==> src/rtl/cla16_rr_arbiter.sv <==
// cla16_rr_arbiter: round-robin share of one 16-bit CLA adder; define CLA16_ARB_SAT_EN for unsigned saturation.
// Latency: request handshake in cycle N -> rsp_valid in cycle N+2; one op in flight, at most one op per 3 cycles.
// Backpressure: result held stable until rsp_ready; req_ready stays low while a transaction is in flight.
module cla16_rr_arbiter #(
  parameter int NREQ  = 4,
  parameter int WIDTH = 16,
  localparam int IDW  = (NREQ > 1) ? $clog2(NREQ) : 1
) (
  input  logic                 clk,
  input  logic                 rst,
  input  logic [NREQ-1:0]      req_valid,
  output logic [NREQ-1:0]      req_ready,
  input  logic [NREQ*16-1:0]   req_a,
  input  logic [NREQ*16-1:0]   req_b,
  output logic                 rsp_valid,
  input  logic                 rsp_ready,
  output logic [IDW-1:0]       rsp_id,
  output logic [15:0]          rsp_sum,
  output logic                 rsp_cout
);

  generate
    if (WIDTH != 16 || NREQ < 2 || NREQ > 8) begin : g_cfg_err
      $error("cla16_rr_arbiter: WIDTH must be 16 and NREQ must be 2..8");
    end
  endgenerate

  typedef enum logic [1:0] {IDLE, CALC, RESP} state_t;

  // 4-bit groups with generate/propagate lookahead between groups.
  function automatic logic [16:0] cla16(input logic [15:0] a, input logic [15:0] b);
    logic [15:0] p, g;
    logic [3:0]  gp, gg;
    logic [4:0]  gc;
    logic [16:0] c;
    p = a ^ b;
    g = a & b;
    for (int k = 0; k < 4; k++) begin
      gp[k] = &p[4*k +: 4];
      gg[k] = g[4*k+3] | (p[4*k+3] & g[4*k+2]) | (p[4*k+3] & p[4*k+2] & g[4*k+1])
            | (p[4*k+3] & p[4*k+2] & p[4*k+1] & g[4*k]);
    end
    gc[0] = 1'b0;
    for (int k = 0; k < 4; k++) gc[k+1] = gg[k] | (gp[k] & gc[k]);
    c = '0;
    for (int k = 0; k < 4; k++) begin
      c[4*k] = gc[k];
      for (int j = 1; j < 4; j++) c[4*k+j] = g[4*k+j-1] | (p[4*k+j-1] & c[4*k+j-1]);
    end
    c[16] = gc[4];
    return {c[16], p ^ c[15:0]};
  endfunction

  state_t          state;
  logic [IDW-1:0]  rr_ptr;
  logic [15:0]     op_a, op_b;
  logic [IDW-1:0]  op_id;
  logic [IDW-1:0]  grant;
  logic            any_req;
  logic [16:0]     sum_raw;
  logic [15:0]     sum_fin;

  // Scan offsets high to low so the smallest offset from rr_ptr wins.
  always_comb begin
    int idx;
    idx     = 0;
    grant   = '0;
    any_req = 1'b0;
    for (int k = NREQ - 1; k >= 0; k--) begin
      idx = int'(rr_ptr) + k;
      if (idx >= NREQ) idx = idx - NREQ;
      if (req_valid[idx]) begin
        grant   = IDW'(idx);
        any_req = 1'b1;
      end
    end
  end

  always_comb begin
    req_ready = '0;
    if (!rst && state == IDLE && any_req) req_ready[grant] = 1'b1;
  end

  assign sum_raw = cla16(op_a, op_b);

`ifdef CLA16_ARB_SAT_EN
  assign sum_fin = sum_raw[16] ? 16'hFFFF : sum_raw[15:0];
`else
  assign sum_fin = sum_raw[15:0];
`endif

  always_ff @(posedge clk) begin
    if (rst) begin
      state     <= IDLE;
      rr_ptr    <= '0;
      op_a      <= '0;
      op_b      <= '0;
      op_id     <= '0;
      rsp_valid <= 1'b0;
      rsp_id    <= '0;
      rsp_sum   <= '0;
      rsp_cout  <= 1'b0;
    end else begin
      case (state)
        IDLE: begin
          if (any_req) begin
            op_a   <= req_a[16*int'(grant) +: 16];
            op_b   <= req_b[16*int'(grant) +: 16];
            op_id  <= grant;
            rr_ptr <= (grant == IDW'(NREQ - 1)) ? '0 : grant + 1'b1;
            state  <= CALC;
          end
        end
        CALC: begin
          rsp_sum   <= sum_fin;
          rsp_cout  <= sum_raw[16];
          rsp_id    <= op_id;
          rsp_valid <= 1'b1;
          state     <= RESP;
        end
        RESP: begin
          if (rsp_ready) begin
            rsp_valid <= 1'b0;
            state     <= IDLE;
          end
        end
        default: state <= IDLE;
      endcase
    end
  end

endmodule

==> config.mk <==
export PLATFORM = sky130hd
export DESIGN_NAME = cla16_rr_arbiter
export DESIGN_NICKNAME = d
export VERILOG_FILES = /design/src/rtl/cla16_rr_arbiter.sv
export SDC_FILE = /design/constraint.sdc
export NUM_CORES = 1
export LEC_CHECK = 0
export CAP_MARGIN = 20
export CORE_MARGIN = 2
export CORE_UTILIZATION = 30
export CTS_BUF_LIST = sky130_fd_sc_hd__clkbuf_8
export CTS_CLUSTER_SIZE = 10
export DETAILED_ROUTE_END_ITERATION = 10
export DONT_BUFFER_PORTS = 1
export PLACE_DENSITY = 0.53
export SYNTH_ARGS = -nofsm -noshare
export SYNTH_HDL_FRONTEND = slang
export SYNTH_SLANG_ARGS = --single-unit
==> constraint.sdc <==
create_clock -name clk -period 3.35 [get_ports clk]
set_clock_uncertainty 0.05 [all_clocks]
set_input_delay 0.335 -clock clk [delete_from_list [all_inputs] [get_ports clk]]
set_output_delay 0.335 -clock clk [all_outputs]
set_load 0.03 [all_outputs]
==> results of run 1 <==
[per-layer routing]
layer,vias up,global-route usage [%],wire length (µm)
li1,1567,-,-
met1,1448,20.0,5140
met2,96,22.8,4960
met3,7,3.92,652
met4,0,3.71,119
met5,-,0,0
[power by group through the flow]
stage / logic (mW) / registers, mW / clock network [mW]
2_1_floorplan: 0.687 / 0.962 / 0
4_1_cts: 0.852 / 0.997 / 0.635
3_3_place_gp: 0.832 / 1.01 / 0
5_1_grt: 0.949 / 1.01 / 0.660
6_report: 0.844 / 0.990 / 0.612
3_5_place_dp: 0.847 / 1.01 / 0
[logic make-up (layout without fill, tap and decap cells)]
| group | count (synthesis) | count (layout) |
|---|---|---|
| muxes | 34 | 34 |
| DFF | 58 | 58 |
| adders and majority gates | 31 | 31 |
| AOI/OAI and AO/OA | 139 | 139 |
| buffers and inverters | 52 | 41 |
| and+or+nand+nor | 134 | 134 |
| xor gates and xnor gates | 4 | 4 |
[worst max-delay path by stage]
stage | startpoint | end | depth (start not counted)
finish | op_a[1]$_SDFFE_PP0P_ | rsp_sum[15]$_SDFFE_PP0P_ | 10
global route | op_a[1]$_SDFFE_PP0P_ | rsp_sum[15]$_SDFFE_PP0P_ | 10
floorplan | op_a[6]$_SDFFE_PP0P_ | rsp_sum[15]$_SDFFE_PP0P_ | 10
CTS | op_a[1]$_SDFFE_PP0P_ | rsp_sum[15]$_SDFFE_PP0P_ | 10
detailed placement | op_a[1]$_SDFFE_PP0P_ | rsp_sum[15]$_SDFFE_PP0P_ | 10
global placement | op_a[1]$_SDFFE_PP0P_ | rsp_sum[15]$_SDFFE_PP0P_ | 10
[state kept, by name (all words and copies together), names as in the netlist]
| name | count |
|---|---|
| rsp_valid | 1 |
| state | 2 |
| rsp_cout | 1 |
| rsp_id | 2 |
| op_b | 16 |
| op_id | 2 |
| rsp_sum | 16 |
| rr_ptr | 2 |
| op_a | 16 |
[synthesized netlist by cell type, drive strengths merged]
| cell | count |
|---|---|
| nand2 | 66 |
| dfxtp | 58 |
| o21ai | 36 |
| mux2i | 34 |
| o211ai | 34 |
| and3 | 33 |
| a21boi | 32 |
| clkbuf | 23 |
| a21oi | 21 |
| ha | 20 |
| inv | 16 |
| nor2 | 16 |
| buf | 13 |
| fa | 11 |
| nor2b | 6 |
| a211oi | 5 |
| a21o | 4 |
| and2 | 4 |
| nor3 | 4 |
| xnor2 | 4 |
| o21bai | 3 |
| a211o | 2 |
| nand4 | 2 |
| a311oi | 1 |
| nand2b | 1 |
| nand3 | 1 |
| o2111ai | 1 |
| or3 | 1 |
[repair_timing]
action                                 CTS  global route
hold buffers                             0             1
endpoints found under the hold margin    0             8
resized for setup                        0             0
[layout make-up]
cell class / instances / area [µm²] / area share (%)
timing repair buffer: 9 / 95.1 / 2.16
multi-input combinational: 342 / 2680 / 60.9
tap: 176 / 220 / 5.00
inverter: 16 / 60.1 / 1.36
clock buffer: 9 / 124 / 2.81
sequential: 58 / 1160 / 26.4
clock inverter: 7 / 61.3 / 1.39
[metrics by stage]
stage	worst slack, ps	area [µm²]	hold WS [ps]	power [mW]	instances
CTS	361	4390	0.577	2.48	616
global route	211	4400	0.0751	2.62	617
floorplan	558	4070	382	1.65	452
finish	348	4400	17.6	2.45	617
detailed placement	383	4210	362	1.86	600
global placement	424	4210	361	1.84	600
==> results.cfg, run 1 <==
[setup_path]
cp_common_cell = fa_1
worstReg2RegStart = op_a[1]$_SDFFE_PP0P_
path_buf_inv = 0
r2r_cells = 10
crit_slowest_cell = fa_1
slowest_delay_ps = 410
crit_required_ps = 3550
critPathLaunchType = flip-flop
r2r_setup_slack_ps = 350
worstSetupPathType = flip-flop to flip-flop
cp_cell_sequence = ha_1 -> a21oi_1 -> o211ai_1 -> o21ai_0 -> o211ai_1 -> fa_1 -> fa_1 -> fa_1 -> xnor2_1 -> a211oi_1
crit_fanout = 3
critPathCaptureType = flip-flop
arrival_ps = 3200
rr_endpoint = rsp_sum[15]$_SDFFE_PP0P_
cp_top_family = adder cells

[clock_network]
numCtsBuffers = 9
clkSinkCount = 58
cts_tree = built
clk_pin_slew_worst_paths_ps = 70
cts_buffer_depth = 2
postCtsSetupRepairBufs = 0
cts_root_buffer = clkbuf_8
clock_latency_ps = 330
htree_levels = 3

[die]
dieArea_mm2 = 0.0145
die_h_um = 120
core_area_mm2 = 0.0132
ios = 159
die_x_um = 120
start_util_pct = 30.7
fp-row-count = 42

[cells_and_area]
fin_util_pct = 33.3
final_cell_mix = nand2_1 (65), dfxtp_1 (58), mux2i_1 (34), and3_1 (33), a21boi_0 (31)
nFillCells = 1379
areaGrowthSynthToFinish_pct = 8.31
drive_above_1_share_pct = 20.2
final_nets = 602
final_common_cell = nand2_1
diodes = 0

[logic_synthesis]
synth-seq-area-share_pct = 28.6
synth_top_family_by_area = compound AO/OA/AOI/OAI gates
yosysTopAreaCell = dfxtp_1
syn-cell-area_mm2 = 0.00407
synth.area.mux_share_pct = 8.37
synthXorXnorAreaFrac_pct = 0.862
yosysWarningCount = 0
ys_types = 36
synth_top_cell_area_share_pct = 28.6
synth_fa_ha_area_share_pct = 11.6
syn_avg_cell_area_um2 = 9.00
synth-compound-area-share_pct = 29.2
syn-num-nets = 618
synthesis.instances = 452
ys_seq_elements = 58
synth-simple-area-share_pct = 15.7
synthTopCellsByArea = dfxtp_1 (29%), o211ai_2 (9.2%), mux2i_1 (8.4%), o21ai_2 (6.5%), ha_1 (6.2%)

[placement]
gp_congestion = 0.768
dp_hpwl_um = 8690
io_buffers = 0

[power]
combinationalPowerShare_pct = 34.5
p_switching_mw = 0.950
irDropWorstVdd_mv = 0.233
p_leak_nw = 1.82
p_int_mw = 1.50
p_clk_share_pct = 25.0
swShare_pct = 38.8
seqPwrFrac_pct = 40.5
powerDensity_mw_per_mm2 = 555

[routing]
via_per_inst = 5.05
num_vias = 3118
ant_nets = 0
drc_errors = 0
wirelength_um = 10900
wire_per_inst_um = 17.6
drt_pass1_iterations = 4
drtIter0Drc = 129

[sta]
clock.fmax_mhz = 333
worst_pin_slew_ps = 953
fin_crit_sh_pct = 89.6
final-max-slew-violation-count = 0
min_period_ps = 3000
setup_viol = 0
finalSetupTns_ps = 0
maxSlewHeadroom_pct = 36.2
hold_viol = 0
rsz0062_at_grt = false

[hold_path]
min_from = rst
hold_path_class = input pin to flip-flop
min_to = state[1]$_SDFFE_PP0P_
worstHoldPathCells = 1

[job]
maxCapViolCount = 0

[global_routing]
grt_pass1_wl_um = 16300
grt_usage_pct = 14.6
grt_pass1_vias = 3019
overflow = 0
grt_max_degree = 65
grt_antenna_before_repair = 0

[status]
run_status = completed
(Power assumes the default switching activity.)
==> run 2: changes to the inputs <==
SETUP_SLACK_MARGIN = 0.02   (was not set)
==> results of run 2 <==
Same layout as run 1: the final DEF is identical, and so are final timing and power.
